`src/rtl/demux_event_counter_8.sv`:
```
// Event counter bank behind a 1x8 demux: per-line rising-edge counters that saturate,
// a sticky one-hot violation flag, and a four-phase read port that returns a stable snapshot.
module demux_event_counter_8 #(
  parameter int CNT_W = 8
) (
  input  logic             clk_i,
  input  logic             rst_ni,
  input  logic [7:0]       y_i,
  input  logic             clr_i,
  input  logic             rd_req_i,
  input  logic [2:0]       rd_sel_i,
  output logic             rd_ack_o,
  output logic [CNT_W-1:0] rd_data_o,
  output logic [7:0]       ovf_o,
  output logic             onehot_err_o
);

  localparam logic [CNT_W-1:0] CNT_MAX = '1;
  localparam logic [CNT_W-1:0] CNT_ONE = CNT_W'(1);

  typedef enum logic [1:0] {
    IDLE = 2'd0,
    SNAP = 2'd1,
    ACK  = 2'd2
  } state_t;

  state_t           state_q, state_d;
  logic [7:0]       y_q;
  logic [7:0]       rise;
  logic [7:0]       ovf_q, ovf_d;
  logic             onehot_err_q, onehot_err_d;
  logic [CNT_W-1:0] cnt_q [8];
  logic [CNT_W-1:0] cnt_d [8];
  logic [2:0]       sel_q, sel_d;
  logic [CNT_W-1:0] rd_data_q, rd_data_d;

  assign rise = y_i & ~y_q;

  // x & (x-1) is non-zero exactly when more than one bit of x is set
  always_comb begin
    onehot_err_d = onehot_err_q | (|(y_i & (y_i - 8'd1)));
    ovf_d        = ovf_q;
    for (int k = 0; k < 8; k++) begin
      cnt_d[k] = cnt_q[k];
      if (rise[k]) begin
        if (cnt_q[k] == CNT_MAX) begin
          ovf_d[k] = 1'b1;
        end else begin
          cnt_d[k] = cnt_q[k] + CNT_ONE;
        end
      end
    end
    if (clr_i) begin
      onehot_err_d = 1'b0;
      ovf_d        = '0;
      for (int k = 0; k < 8; k++) begin
        cnt_d[k] = '0;
      end
    end
  end

  // Snapshot reads cnt_q, so it sees the value before this cycle's increment or clear
  always_comb begin
    state_d   = state_q;
    sel_d     = sel_q;
    rd_data_d = rd_data_q;
    case (state_q)
      IDLE: begin
        if (rd_req_i) begin
          sel_d   = rd_sel_i;
          state_d = SNAP;
        end
      end
      SNAP: begin
        rd_data_d = cnt_q[sel_q];
        state_d   = ACK;
      end
      ACK: begin
        if (!rd_req_i) begin
          state_d = IDLE;
        end
      end
      default: state_d = IDLE;
    endcase
  end

  always_ff @(posedge clk_i or negedge rst_ni) begin
    if (!rst_ni) begin
      state_q      <= IDLE;
      y_q          <= '0;
      ovf_q        <= '0;
      onehot_err_q <= 1'b0;
      sel_q        <= '0;
      rd_data_q    <= '0;
      for (int k = 0; k < 8; k++) begin
        cnt_q[k] <= '0;
      end
    end else begin
      state_q      <= state_d;
      y_q          <= y_i;
      ovf_q        <= ovf_d;
      onehot_err_q <= onehot_err_d;
      sel_q        <= sel_d;
      rd_data_q    <= rd_data_d;
      for (int k = 0; k < 8; k++) begin
        cnt_q[k] <= cnt_d[k];
      end
    end
  end

  assign rd_ack_o     = (state_q == ACK);
  assign rd_data_o    = rd_data_q;
  assign ovf_o        = ovf_q;
  assign onehot_err_o = onehot_err_q;

endmodule

```
`config.mk`:
```
export PLATFORM = sky130hd
export DESIGN_NAME = demux_event_counter_8
export DESIGN_NICKNAME = d
export VERILOG_FILES = /design/src/rtl/demux_event_counter_8.sv
export SDC_FILE = /design/constraint.sdc
export NUM_CORES = 1
export LEC_CHECK = 0
export CORE_AREA = 5 5 111 113
export DETAILED_ROUTE_END_ITERATION = 8
export DIE_AREA = 0 0 116 118
export PLACE_DENSITY = 0.66
export REMOVE_ABC_BUFFERS = 1
export SYNTH_ARGS = -nofsm -noshare
export SYNTH_HDL_FRONTEND = slang
export SYNTH_SLANG_ARGS = --single-unit
export TNS_END_PERCENT = 5
```
`constraint.sdc`:
```
create_clock -name clk_i -period 1.6 [get_ports clk_i]
set_clock_uncertainty 0.05 [all_clocks]
set_input_delay 0.48 -clock clk_i [delete_from_list [all_inputs] [get_ports clk_i]]
set_output_delay 0.48 -clock clk_i [all_outputs]
set_load 0.005 [all_outputs]
```
==> PnR_summary.wiki, run 1 <==
{| class="wikitable"
! Metric !! Value
|-
| Sequential fraction of the synthesis area || between 40% and 50%
|-
| Share of Yosys cell area claimed by the top area cell type || between 40% and 50%
|-
| Most common cell after layout, fill and taps aside || dfrtp_1
|-
| Die Footprint || 13690 sq um
|-
| Netlist area before placement || approximately 4900 sq um
|-
| Worst setup path class || input port to register
|-
| Die outline height || ~120 um
|-
| Number of warnings issued by yosys || 0
|-
| Detailed-route wire length per cell || approximately 17 um
|-
| Total grt overflow || 0
|-
| Critical Path, Cell by Cell || clkdlybuf4s50_1, and2b_1, o211ai_1, buf_4, o21ai_0, a21oi_1
|-
| Power consumption || 5.868 mW
|-
| Global Route met3 Usage || about 2.5%
|-
| Power density normalized to cell area || 920.9 nW/um^2
|-
| Number of placed cells counting well taps || 700
|-
| Number of hold-repair buffers added at the cts stage || 0
|-
| Residual DRC count || 0
|-
| Placer's final routability congestion estimate || 0.8603
|-
| Failing checks || setup timing
|-
| GR Layer Usage met2 || 29.32%
|-
| Kind of cell with the highest combined delay on the critical path || buffers and inverters
|-
| Critical-path cell with the highest stage delay || clkdlybuf4s50_1
|-
| I/O pin cnt || 33
|-
| Share of final-layout standard cells stronger than drive strength 1 || around 26%
|-
| Maximum clock insertion buffer count || 2
|-
| Highest fanout seen on the critical path || 3
|-
| Transition at the pin with the smallest max-transition slack || between 300 and 400 ps
|-
| Main synth FF type || dfrtp_1
|-
| Critical Path Sink Type || register
|-
| Met1 Usage GRT || between 20% and 30%
|-
| TritonCTS Sinks || 94
|-
| Die W || about 120 um
|-
| Hold Worst Slack || between 60 and 70 ps
|-
| Register bit total from synthesis || 94
|-
| Slew Limit Headroom || 73.74%
|-
| Starting density of the core || between 40 and 50%
|-
| Vias in the first global route || 4029
|-
| Status || finished with violations
|-
| Slew Viols, Final || 0
|-
| Number of enable flip-flop cells after synthesis || 0
|-
| # setup viols final || 1
|-
| Number of DRC violations after detailed-routing iteration 0 || around 280
|-
| Wire length of the first global-routing pass || between 20000 and 25000 um
|-
| Post-synth ARST share || 100.0%
|-
| Clock transition at the register clock pins on the worst setup and hold paths after CTS || approximately 60 ps
|-
| First-pass DRT Iterations || 5
|-
| H-Tree Depth || 3
|-
| Worst Reg-to-Reg Cells || 5
|-
| Post-synth cell types || between 40 and 50
|-
| Num rows || 39
|-
| Maximum number of pins on one net before global-route repair || 66
|-
| TritonCTS clock tree || built
|-
| Static leakage || about 3 nW
|-
| Busiest metal layer after global routing || met2
|-
| Worst setup SP type || input port
|-
| Tightest Hold Check Type || input port to asynchronous set/reset pin
|-
| Final wirelength || 12490 um
|-
| Average via count per standard cell || around 5.6
|-
| Count of final hold-check violations || 0
|-
| Number of antenna violations at the first check in global routing || 0
|-
| Timing-limited maximum frequency || 618.4 MHz
|-
| Number of maximum-capacitance constraint violations || 0
|-
| Delay of the slowest cell on the worst path || around 500 ps
|-
| Setup slack of the critical path after layout || -17.15 ps
|-
| Layout overhead on the synthesized area || 29.30%
|-
| Fin nets || roughly 600
|-
| Port-buffer cells || 32
|-
| Detailed Place HPWL || about 8800 um
|-
| Top library cells by usage in the layout, fill and taps aside || dfrtp_1, buf_4, nor2_1
|-
| Post-synthesis area per instance || about 11 sq um
|-
| Post-DRT Antenna Nets || 0
|-
| Final core utilization || a little under three fifths
|-
| Largest cells by area after synthesis || dfrtp_1, mux4_2, nor2_1
|-
| Design area || between 6000 and 7000 sq um
|-
| Synth Instances || between 400 and 500
|-
| Maximum VDD drop || just over 0.8 mV
|-
| Required time at the worst-slack endpoint || roughly 1800 ps
|-
| Count of vias placed by the detailed router || slightly above 4000
|-
| Ant diodes || 0
|-
| Period minus WS final || between 1500 and 2000 ps
|-
| Dpl cell area || ~6000 sq um
|-
| Filler-free cell count of the finished design || 722
|-
| CP bufs+invs || 2
|-
| Clock tree root buffer cell || clkbuf_16
|-
| Number of buffers inserted during clock tree synthesis || 9
|-
| Endpoint arrival time on the critical path || ~1800 ps
|-
| Post-route fraction of the period consumed by the critical path || 101.1%
|-
| Global routing usage summed across all routing layers || a little under 20%
|-
| Cell type contributing the most total cell area after synthesis || dfrtp_1
|-
| Area of the core || between 10000 and 15000 sq um
|-
| Logic depth of the worst setup path including buffers || 6
|-
| Insertion delay to the later sink of the worst-skew pair || approximately 350 ps
|-
| Unrepaired setup endpoints after global routing || yes
|}
==> cell type report <==
type                            count  area [sq um]
Fill cell                        1000          4851
Multi-Input combinational cell    352          2580
Sequential cell                    94          2354
Timing Repair Buffer              113         958.4
Clock buffer                       12         266.5
Tap cell                          143         178.9
Clock inverter                      4         20.02
Inverter                            4         15.01
==> cells by family after synthesis <==
group	after synthesis	synth area share, %
buf+inv	19	1.726
fa+ha+maj	8	2.031
simple gates	196	20.97
compound gates	83	10.92
xor+xnor	28	4.976
mux	37	11.65
flops	94	47.73
==> layer usage <==
| layer | up-vias | routed length (um) |
|---|---|---|
| met1 | 2019 | 5924 |
| met3 | 20 | 418 |
| li1 | 1938 | - |
| met4 | 0 | 321 |
| met5 | - | 0 |
| met2 | 85 | 5821 |
==> Yosys cell counts (4+ instances only) <==
cell type	number
a211oi_1	6
a21oi_1	18
a31oi_1	4
and3_1	10
buf_2	5
clkbuf_1	8
dfrtp_1	94
ha_1	8
inv_1	4
mux2i_1	18
mux4_2	16
nand2_1	24
nand2b_1	10
nand3_1	17
nand4_1	10
nor2_1	63
nor2b_1	10
nor3_1	19
o211ai_1	15
o21ai_0	21
o31ai_1	4
or3_1	5
or4_1	7
xor2_1	25
==> registers in the layout, indices dropped and copies added (netlist names) <==
signal and count:
cnt_q 64, ovf_o 8, rd_data_o 8, y_q 8, sel_q 3, state_q 2
onehot_err_o 1
==> power breakdown <==
group | internal (mW) | leakage [nW] | switching [mW]
Combinational | 0.631 | 1.50 | 0.532
Clock | 1.17 | 0.148 | 0.907
Sequential | 2.49 | 1.27 | 0.136
Total | 4.29 | 2.92 | 1.57
==> worst paths after layout <==
check / startpoint / endpoint / slack, ps
max: y_i[2] / cnt_q[45]$_DFFE_PN0P_ / -20
min: rst_ni / cnt_q[30]$_DFFE_PN0P_ / 70
max reg2reg: cnt_q[24]$_DFFE_PN0P_ / cnt_q[30]$_DFFE_PN0P_ / 30
min reg2reg: ovf_o[7]$_DFFE_PN0P_ / ovf_o[7]$_DFFE_PN0P_ / 440
max in group asynchronous: rst_ni / cnt_q[44]$_DFFE_PN0P_ / 1110
min in group clk_i: y_i[7] / y_q[7]$_DFF_PN0_ / 280
==> stage by stage <==
stage                     setup TNS, ps  worst slack, ps
final                            -17.15           -17.15
after global routing             -392.2           -97.76
after CTS                        -1.756           -1.756
after detailed placement         -15850           -480.0
after global placement           -13760           -489.3
after floorplan                  -753.9           -98.94
==> repair_timing <==
item,4_1_cts,5_1_grt
resized for setup,24,31
pin swaps,1,12
setup endpoints to repair,22,40
buffers inserted,1,5
No activity file was read; power rests on OpenSTA's default activity.
==> inputs of run 2 (changes only) <==
--- a/config.mk
+++ b/config.mk
@@ -8,7 +8,7 @@
 export CORE_AREA = 5 5 111 113
 export DETAILED_ROUTE_END_ITERATION = 8
 export DIE_AREA = 0 0 116 118
-export PLACE_DENSITY = 0.66
+export PLACE_DENSITY_LB_ADDON = 0.1
 export REMOVE_ABC_BUFFERS = 1
 export SYNTH_ARGS = -nofsm -noshare
 export SYNTH_HDL_FRONTEND = slang
==> constraint.sdc (replaced) <==
create_clock -name clk_i -period 2 [get_ports clk_i]
set_clock_uncertainty 0.05 [all_clocks]
set_input_delay 0.6 -clock clk_i [delete_from_list [all_inputs] [get_ports clk_i]]
set_output_delay 0.6 -clock clk_i [all_outputs]
set_load 0.005 [all_outputs]
==> run 2 against run 1 <==
The run now ends clean. Cell area shrank 6.1%. Register-to-register slack gained 160 ps. Wire length shrank 5.1%. Via count shrank 5.2%. Utilization shrank 3.5 points. Die area is the same. Worst setup slack gained 97 ps. Global-route usage shrank 0.69 points. Sequential share of layout area grew 2.4 points. Highest routed layer unchanged.
==> PnR_summary.wiki, run 2 (synthesis gave the netlist of run 1 again) <==
{| class="wikitable"
! Metric !! Value
|-
| Status || complete, no violations (was finished with violations)
|-
| TritonCTS clock tree || built (unchanged)
|-
| Layout overhead on the synthesized area || 21.38% (was 29.30%)
|-
| Worst Reg-to-Reg Cells || 5 (unchanged)
|-
| Power consumption || 4.692 mW (was 5.868 mW)
|-
| Slew Viols, Final || 0 (unchanged)
|-
| Worst setup path class || register to output pin (was input port to register)
|-
| Number of antenna violations at the first check in global routing || 0 (unchanged)
|-
| Total grt overflow || 0 (unchanged)
|-
| Final wirelength || 11850 um (was 12490 um)
|-
| Worst reg2reg startpoint || cnt_q[32]$_DFFE_PN0P_ (was cnt_q[24]$_DFFE_PN0P_)
|-
| Kind of cell with the highest combined delay on the critical path || buffers and inverters (unchanged)
|-
| Detailed Place HPWL || 8516 um (was 8843 um)
|-
| Wire length of the first global-routing pass || 19740 um (was 20700 um)
|-
| Number of DRC violations after detailed-routing iteration 0 || 228 (was 275)
|-
| Average via count per standard cell || 5.670 (was 5.626)
|-
| Internal reg-to-reg setup slack || 190 ps (was 30 ps)
|-
| Port-buffer cells || 32 (unchanged)
|-
| Delay of the slowest cell on the worst path || 530 ps (was 500 ps)
|-
| Die Footprint || 13690 sq um (unchanged)
|-
| Period minus WS final || 1921 ps
|-
| Design area || 5982 sq um (was 6372 sq um)
|-
| Number of maximum-capacitance constraint violations || 0 (unchanged)
|-
| Required time at the worst-slack endpoint || 1350 ps (was 1770 ps)
|-
| Register containing the most flip-flops in the final layout || cnt_q (unchanged)
|-
| Top library cells by usage in the layout, fill and taps aside || dfrtp_1, nor2_1, buf_4 (was dfrtp_1, buf_4, nor2_1)
|-
| Die outline height || 118 um (unchanged)
|-
| RR Endpoint || cnt_q[37]$_DFFE_PN0P_ (was cnt_q[30]$_DFFE_PN0P_)
|-
| Die W || 116 um (unchanged)
|-
| Most common cell after layout, fill and taps aside || dfrtp_1 (unchanged)
|-
| FF+latch area || 2352 sq um (was 2354 sq um)
|-
| Static leakage || 2.586 nW (was 2.922 nW)
|-
| Tightest Hold Check Type || input port to asynchronous set/reset pin (unchanged)
|-
| Unrepaired setup endpoints after global routing || no (was yes)
|-
| Timing-limited maximum frequency || 520.7 MHz
|-
| Number of hold-repair buffers added at the cts stage || 0 (unchanged)
|-
| Worst setup SP type || register (was input port)
|-
| Maximum clock insertion buffer count || 2 (unchanged)
|-
| Fin nets || 555 (was 597)
|-
| I/O pin cnt || 33 (unchanged)
|-
| Multi-input combinational cell area || 2506 sq um (was 2580 sq um)
|-
| Insertion delay to the later sink of the worst-skew pair || 350 ps (about the same)
|-
| CP bufs+invs || 1 (was 2)
|-
| Highest fanout seen on the critical path || 2 (was 3)
|-
| Count of vias placed by the detailed router || 3850 (was 4062)
|-
| Critical Path Sink Type || output pin (was register)
|-
| Vias in the first global route || 3747 (was 4029)
|-
| Endpoint arrival time on the critical path || 1270 ps (was 1780 ps)
|-
| # setup viols final || 0 (was 1)
|-
| Placer's final routability congestion estimate || 0.8527 (was 0.8603)
|-
| Dpl cell area || 5668 sq um (was 5963 sq um)
|-
| Starting density of the core || 43.91% (unchanged)
|-
| Post-route fraction of the period consumed by the critical path || around 96%
|-
| Maximum VDD drop || 0.4206 mV (was 0.8141 mV)
|-
| Number of buffers inserted during clock tree synthesis || 9 (unchanged)
|-
| Maximum number of pins on one net before global-route repair || 95 (was 66)
|-
| Number of buffers inserted by post-CTS setup repair || 0 (was 1)
|-
| Clock tree root buffer cell || clkbuf_16 (unchanged)
|-
| TritonCTS Sinks || 94 (unchanged)
|-
| Slew Limit Headroom || 59.28% (was 73.74%)
|-
| Post-DRT Antenna Nets || 0 (unchanged)
|-
| Detailed-route wire length per cell || 17.45 um (was 17.29 um)
|-
| Number of inserted filler cells in the final layout || 1028 (was 1000)
|-
| Post-Place Setup Slack || -410.5 ps (was -480.0 ps)
|-
| Critical Path, Cell by Cell || clkdlybuf4s50_1 (was clkdlybuf4s50_1, and2b_1, o211ai_1, buf_4, o21ai_0, a21oi_1)
|-
| Transition at the pin with the smallest max-transition slack || 610.8 ps (was 389.8 ps)
|-
| Area of the core || 11220 sq um (unchanged)
|-
| H-Tree Depth || 3 (unchanged)
|-
| Ant diodes || 0 (unchanged)
|-
| First-pass DRT Iterations || 6 (was 5)
|-
| Share of final-layout standard cells stronger than drive strength 1 || 15.86% (was 25.56%)
|-
| Residual DRC count || 0 (unchanged)
|-
| Setup slack of the critical path after layout || 79.49 ps (was -17.15 ps)
|-
| Clock transition at the register clock pins on the worst setup and hold paths after CTS || 60 ps (about the same)
|-
| Power density normalized to cell area || 784.3 nW/um^2 (was 920.9 nW/um^2)
|-
| Num rows || 39 (unchanged)
|-
| Count of final hold-check violations || 0 (unchanged)
|-
| Global routing usage summed across all routing layers || 18.57% (was 19.27%)
|-
| Number of flip-flops under the largest register name || 64 (unchanged)
|-
| Critical-path cell with the highest stage delay || clkdlybuf4s50_1 (unchanged)
|}
[run 2: worst max path at each step]
stage / startpoint / end / slack, ps / cells after the start
global route: rd_data_o[6]$_DFFE_PN0N_ / rd_data_o[6] / 40 / 1
global placement: y_i[0] / onehot_err_o$_DFF_PN0_ / -430 / 6
CTS: rd_data_o[1]$_DFFE_PN0N_ / rd_data_o[1] / 70 / 1
finish: rd_data_o[6]$_DFFE_PN0N_ / rd_data_o[6] / 80 / 1
floorplan: sel_q[0]$_DFFE_PN0P_ / rd_data_o[1]$_DFFE_PN0N_ / 300 / 3
detailed placement: y_i[0] / onehot_err_o$_DFF_PN0_ / -410 / 6
[run 2: cell type report]
| class | count | area share (%) |
|---|---|---|
| well taps | 143 | 2.991 |
| multi-input cells | 352 | 41.89 |
| inverters | 4 | 0.2510 |
| clock inverters | 3 | 0.7321 |
| repair buffers | 71 | 10.52 |
| flip-flops and latches | 94 | 39.32 |
| clock buffers | 12 | 4.288 |
[run 2: per-layer routing]
metal,part of all wire [%],wire length [um],track usage (%),up-vias
li1,-,-,-,1850
met1,50,5887,28.06,1915
met2,46,5398,26.19,70
met3,2.9,348,3.136,15
met4,1.8,216,7.614,0
met5,0,0,0,-
[run 2: power breakdown]
| group | leakage (nW) | internal (mW) | total (mW) | switching, mW |
|---|---|---|---|---|
| logic | 1.16 | 0.433 | 0.829 | 0.396 |
| clock network | 0.149 | 1.03 | 1.76 | 0.724 |
| registers | 1.27 | 1.99 | 2.11 | 0.113 |
[run 2: repair_timing]
| action | CTS | global route |
|---|---|---|
| setup endpoints to repair | 2 | 1 |
| gates cloned | 0 | 0 |
| resized for setup | 2 | 1 |
[run 2: stage by stage]
stage | instances | setup TNS (ps) | util, % | hold WS, ps
2_1_floorplan | 450 | 0 | - | 254.4
3_3_place_gp | 664 | -1093 | 50.50 | 411.2
3_5_place_dp | 664 | -1563 | 50.50 | 428.5
4_1_cts | 679 | 0 | 53.22 | 274.0
5_1_grt | 679 | 0 | 53.30 | 296.1
6_report | 679 | 0 | 53.30 | 251.2
